$ cat src/rtl/robot_ctrl_pkg.sv
// Shared types for the robot scan scheduler: FSM state and sweep direction.
package robot_ctrl_pkg;

    typedef enum logic [2:0] {
        IDLE    = 3'd0,
        SWEEP_L = 3'd1,
        SWEEP_R = 3'd2,
        LOCKED  = 3'd3,
        FAIL    = 3'd4
    } state_e;

    typedef enum logic {
        DIR_LEFT  = 1'b0,
        DIR_RIGHT = 1'b1
    } dir_e;

    // After losing the target, search the side it was not found on.
    function automatic state_e opposite_sweep(dir_e d);
        return (d == DIR_RIGHT) ? SWEEP_L : SWEEP_R;
    endfunction

endpackage

$ cat src/rtl/proximity_debouncer.sv
// Two-flop synchroniser plus run-length debouncer for the raw proximity input.
module proximity_debouncer #(
    parameter int DEBOUNCE_CYCLES = 4
) (
    input  logic clk,
    input  logic rst_n,
    input  logic z,
    output logic z_db
);

    localparam int DW = (DEBOUNCE_CYCLES > 1) ? $clog2(DEBOUNCE_CYCLES) : 1;
    localparam logic [DW-1:0] CNT_LAST = DW'(DEBOUNCE_CYCLES - 1);
    localparam logic [DW-1:0] CNT_ONE  = DW'(1);

    logic          sync1_q, sync2_q;
    logic          db_q, db_d;
    logic [DW-1:0] cnt_q, cnt_d;

    // Count consecutive disagreeing samples; flip on the last one of the run.
    always_comb begin
        db_d  = db_q;
        cnt_d = '0;
        if (sync2_q != db_q) begin
            if (cnt_q == CNT_LAST) begin
                db_d  = sync2_q;
                cnt_d = '0;
            end else begin
                cnt_d = cnt_q + CNT_ONE;
            end
        end
    end

    // Synchroniser chain and debounce state.
    always_ff @(posedge clk or negedge rst_n) begin
        if (!rst_n) begin
            sync1_q <= 1'b0;
            sync2_q <= 1'b0;
            db_q    <= 1'b0;
            cnt_q   <= '0;
        end else begin
            sync1_q <= z;
            sync2_q <= sync1_q;
            db_q    <= db_d;
            cnt_q   <= cnt_d;
        end
    end

    assign z_db = db_q;

endmodule

$ cat src/rtl/robot_scan_scheduler.sv
// Search / lock / re-acquire sequencer driving the rotation motor.
module robot_scan_scheduler
    import robot_ctrl_pkg::*;
#(
    parameter int DEBOUNCE_CYCLES = 4,
    parameter int SWEEP_CYCLES    = 16,
    parameter int LOST_TIMEOUT    = 8,
    parameter int MAX_SWEEPS      = 6,
    parameter int CNT_W           = 8
) (
    input  logic             clk,
    input  logic             rst_n,
    input  logic             en,
    input  logic             z,
    input  logic             motor_ready,
    output logic             left,
    output logic             right,
    output logic             locked,
    output logic             search_fail,
    output logic [CNT_W-1:0] sweep_count
);

    localparam logic [CNT_W-1:0] SWEEP_LAST = CNT_W'(SWEEP_CYCLES - 1);
    localparam logic [CNT_W-1:0] LOST_LAST  = CNT_W'(LOST_TIMEOUT - 1);
    localparam logic [CNT_W-1:0] SWEEP_MAX  = CNT_W'(MAX_SWEEPS);
    localparam logic [CNT_W-1:0] ONE        = CNT_W'(1);

    logic             z_db;
    state_e           state_q, state_d;
    dir_e             last_dir_q, last_dir_d;
    logic [CNT_W-1:0] timer_q, timer_d;
    logic [CNT_W-1:0] lost_q, lost_d;
    logic [CNT_W-1:0] count_q, count_d;
    logic [CNT_W-1:0] count_inc;
    logic             left_q, right_q, locked_q, fail_q;

    proximity_debouncer #(
        .DEBOUNCE_CYCLES(DEBOUNCE_CYCLES)
    ) u_debounce (
        .clk  (clk),
        .rst_n(rst_n),
        .z    (z),
        .z_db (z_db)
    );

    assign count_inc = count_q + ONE;

    // Next-state logic; en=0 overrides everything and every state change clears the timers.
    always_comb begin
        state_d    = state_q;
        last_dir_d = last_dir_q;
        timer_d    = timer_q;
        lost_d     = lost_q;
        count_d    = count_q;
        if (!en) begin
            state_d = IDLE;
            timer_d = '0;
            lost_d  = '0;
            count_d = '0;
        end else begin
            unique case (state_q)
                IDLE: begin
                    state_d = SWEEP_L;
                    timer_d = '0;
                    lost_d  = '0;
                    count_d = '0;
                end
                SWEEP_L, SWEEP_R: begin
                    if (z_db) begin
                        // Target seen: lock takes precedence over a sweep expiring this cycle.
                        state_d    = LOCKED;
                        timer_d    = '0;
                        lost_d     = '0;
                        last_dir_d = (state_q == SWEEP_L) ? DIR_LEFT : DIR_RIGHT;
                    end else if (motor_ready) begin
                        if (timer_q == SWEEP_LAST) begin
                            timer_d = '0;
                            count_d = count_inc;
                            if (count_inc == SWEEP_MAX) begin
                                state_d = FAIL;
                            end else begin
                                state_d = (state_q == SWEEP_L) ? SWEEP_R : SWEEP_L;
                            end
                        end else begin
                            timer_d = timer_q + ONE;
                        end
                    end
                end
                LOCKED: begin
                    if (z_db) begin
                        lost_d = '0;
                    end else if (lost_q == LOST_LAST) begin
                        state_d = opposite_sweep(last_dir_q);
                        lost_d  = '0;
                        timer_d = '0;
                        count_d = '0;
                    end else begin
                        lost_d = lost_q + ONE;
                    end
                end
                FAIL: begin
                    state_d = FAIL;
                end
                default: begin
                    state_d = IDLE;
                end
            endcase
        end
    end

    // State, counters and outputs decoded from the next state so they align with state_q.
    always_ff @(posedge clk or negedge rst_n) begin
        if (!rst_n) begin
            state_q    <= IDLE;
            last_dir_q <= DIR_LEFT;
            timer_q    <= '0;
            lost_q     <= '0;
            count_q    <= '0;
            left_q     <= 1'b0;
            right_q    <= 1'b0;
            locked_q   <= 1'b0;
            fail_q     <= 1'b0;
        end else begin
            state_q    <= state_d;
            last_dir_q <= last_dir_d;
            timer_q    <= timer_d;
            lost_q     <= lost_d;
            count_q    <= count_d;
            left_q     <= (state_d == SWEEP_L);
            right_q    <= (state_d == SWEEP_R);
            locked_q   <= (state_d == LOCKED);
            fail_q     <= (state_d == FAIL);
        end
    end

    assign left        = left_q;
    assign right       = right_q;
    assign locked      = locked_q;
    assign search_fail = fail_q;
    assign sweep_count = count_q;

endmodule
$ cat config.mk
export PLATFORM = sky130hd
export DESIGN_NAME = robot_scan_scheduler
export DESIGN_NICKNAME = d
export VERILOG_FILES = /design/src/rtl/robot_ctrl_pkg.sv /design/src/rtl/proximity_debouncer.sv /design/src/rtl/robot_scan_scheduler.sv
export SDC_FILE = /design/constraint.sdc
export NUM_CORES = 1
export LEC_CHECK = 0
export CAP_MARGIN = 20
export CORE_MARGIN = 2
export CORE_UTILIZATION = 36
export CTS_CLUSTER_SIZE = 8
export DETAILED_ROUTE_END_ITERATION = 10
export HOLD_SLACK_MARGIN = 0.1
export SLEW_MARGIN = 30
export SYNTH_ARGS = -nofsm -noshare
export SYNTH_HDL_FRONTEND = slang
export SYNTH_SLANG_ARGS = --single-unit
$ cat constraint.sdc
create_clock -name clk -period 5.45 [get_ports clk]
set_clock_uncertainty 0.15 [all_clocks]
set_input_delay 0.545 -clock clk [delete_from_list [all_inputs] [get_ports clk]]
set_output_delay 0.545 -clock clk [all_outputs]
set_load 0.1 [all_outputs]
==> results.cfg <==
[status]
status = finished clean

[sta]
tightestPinTransition_ns = 0.9656
setup_violations = 0
finalCritPeriodShare_pct = 49.56
final-hold-violation-count = 0
maxSlewViolCount = 0
holdWs_ns = 0.2046
max_freq_mhz = 370.2
fin_crit_ns = 2.701
setup_tns_ns = 0
rsz0062_at_grt = false
relSlewSlack_pct = 35.43

[power]
power_frac_clock_pct = 26.2
p_sw_mw = 0.2651
p_per_area_nw_per_um2 = 302.6
p_sw_share_pct = 36.91
p_leak_nw = 0.9795
power_frac_comb_pct = 27.7
pwr-share-seq_pct = 46.1
power.internal_mw = 0.4531
vdd_drop_max_v = 0.0001440

[synthesis]
synth_edf_count = 0
synth_fp_nets = 237
seq_area_frac_synth_pct = 43.56
netlist_top_cells_area = dfrtp_1 (44%), o21ai_0 (7.5%), nand2_1 (4.9%)
synthFlopType = dfrtp_1
yosysTopAreaCell = dfrtp_1
synth-async-reset-ratio_pct = 100.0
ys_types = 51
yosysTopAreaCellShare_pct = 43.56
synth_area_per_cell_sq_um = 9.365
ys_ff_latch = 37
syn_area_sq_um = 2126
syn_inst = 227
yosys_warnings = 0

[worst_setup_path]
cpPeakStageDelay_ns = 1.20
critPathBufInv = 1
rr_startpoint = sweep_count[0]
arrival_ns = 2.01
worstPathCellList = clkdlybuf4s50_1
critPathKind = reg -> out
rrSetupSlack_ns = 3.11
critPathMaxFanout = 10
start_kind = flip-flop
end_kind = output pin
crit_family = buffers and inverters
worst_r2r_path_depth = 6
required_ns = 4.76
reg2reg_to = right
slowest_stage = clkdlybuf4s50_1

[global_route]
antenna_found_initial = 0
gr-max-usage-layer = met2
grt_pass1_wl_microns = 7817
grt_max_degree = 38
grtUsageMet3_pct = 3.778
met2_usage_pct = 23.97
overflow = 0
met1_usage_pct = 20.21
first_global_vias = 1637
grt_usage_pct = 15.28

[drt]
drt-total-wl_microns = 4382
ant_nets = 0
first_pass_iters = 4
wl_per_cell_microns = 13.96
drc = 0
vias = 1708
drt_iter0_markers = 95
viasPerCell = 5.439

[cts]
clk_pin_slew_worst_paths_ns = 0.08
cts_hold_buf = 0
cts_tree = yes
clockBufferDepth = 2
cts_resized = 0
numClockSinks = 37
cts_buffers = 5
insertion_delay_ns = 0.29
cts_root_buffer = clkbuf_8
htreeDepth = 2
postCtsSetupBuffers = 0

[final_layout]
seqCellArea_sq_um = 925.9
finalNetCount = 251
drive_gt1_share_pct = 7.438
fill_cells = 570
insertedDiodeCount = 0
multi_input_area_sq_um = 1101
areaGrowthSynthToFinish_pct = 11.65

[floorplanning]
initial_core_util_pct = 37.91
placement_rows = 27
die_area_sq_um = 6536
ios = 17
fp.dieH_microns = 80.85
core-area_sq_um = 5608
die_w_microns = 80.85

[job]
max-cap-violations = 0

[placed_design]
dp_hpwl_microns = 3042
portBuffers = 16
gp_congestion = 0.7726

[worst_hold_path]
hold_path.class = in -> async
-- power groups by stage --
stage          registers [mW]  logic [mW]  clock network, mW
5_1_grt                 0.336       0.223              0.210
3_5_place_dp            0.336       0.199                  0
3_3_place_gp            0.336       0.197                  0
2_1_floorplan           0.359       0.133                  0
4_1_cts                 0.331       0.200              0.198
6_report                0.331       0.199              0.188
-- cells by family after synthesis --
family                   count (synthesis)  share of synthesized area [%]
XOR/XNOR                                 8                          3.649
AO/OA/AOI/OAI                           63                          19.72
flip-flops                              37                          43.56
buffers and inverters                   13                          4.650
AND/OR/NAND/NOR                        101                          25.49
adder cells (fa/ha/maj)                  5                          2.943
-- worst max path at each step --
| stage | startpoint | to | slack (ns) | cells past startpoint |
|---|---|---|---|---|
| floorplan | sweep_count[0] | right | 2.76 | 6 |
| global placement | en | timer_q[6] | 2.84 | 5 |
| detailed placement | en | timer_q[7] | 2.80 | 5 |
| CTS | sweep_count[0] | sweep_count[0] | 2.73 | 1 |
| global route | sweep_count[1] | sweep_count[1] | 2.70 | 1 |
| finish | sweep_count[0] | sweep_count[0] | 2.75 | 1 |
-- per-layer routing --
metal | routed length [microns] | part of all wire (%)
met4 | 73 | 1.7
met1 | 2230 | 51
met2 | 1969 | 45
met3 | 108 | 2.5
met5 | 0 | 0
-- sequential cells by signal (all words and copies together) (netlist names) --
| signal | count |
|---|---|
| last_dir_q | 1 |
| left | 1 |
| locked | 1 |
| lost_q | 8 |
| right | 1 |
| search_fail | 1 |
| state_q | 3 |
| sweep_count | 8 |
| timer_q | 8 |
| u_debounce.cnt_q | 2 |
| u_debounce.sync1_q | 1 |
| u_debounce.sync2_q | 1 |
| u_debounce.z_db | 1 |
-- Yosys cell counts, types with 2 or more instances --
cell,count
nor2_1,13
a21oi_1,2
ha_1,5
o21a_1,3
nand4_1,2
and4_1,2
and2_1,2
clkbuf_1,2
clkbuf_8,4
a31oi_1,3
nand3_1,15
buf_2,2
inv_1,4
xor2_1,4
o31ai_1,5
a311oi_1,3
nor4_2,2
a22o_1,2
nor4_1,2
dfrtp_1,37
nor2b_1,5
nand2_1,28
o21ai_0,32
nor3b_1,2
nand2b_1,3
and3_1,6
xnor2_1,3
nor3_1,10
o211ai_1,2
-- stage by stage --
| stage | power [mW] | setup WS [ns] | utilization [%] | std cells | cell area (sq um) |
|---|---|---|---|---|---|
| after floorplan | 0.4921 | 2.759 | - | 227 | 2126 |
| after global placement | 0.5328 | 2.844 | 40.79 | 306 | 2287 |
| after detailed placement | 0.5352 | 2.804 | 40.79 | 306 | 2287 |
| after CTS | 0.7288 | 2.735 | 42.32 | 314 | 2374 |
| after global routing | 0.7689 | 2.701 | 42.32 | 314 | 2374 |
| final | 0.7182 | 2.749 | 42.32 | 314 | 2374 |
-- layout make-up --
cell class                 count  area share (%)
multi-input combinational    177           46.39
clock buffer                   5           2.899
inverter                       4          0.6326
timing repair buffer          16           6.537
tap                           72           3.795
clock inverter                 3          0.7380
sequential                    37           39.01
-- placed cells by master (no fill, tap or decap), types with 6 or more instances in the layout --
master / count
o21ai_0: 32
clkdlybuf4s50_1: 15
nand2_1: 28
nor3_1: 10
nand3_1: 15
nor2_1: 13
dfrtp_1: 37
and3_1: 6
(Power assumes the default switching activity.)
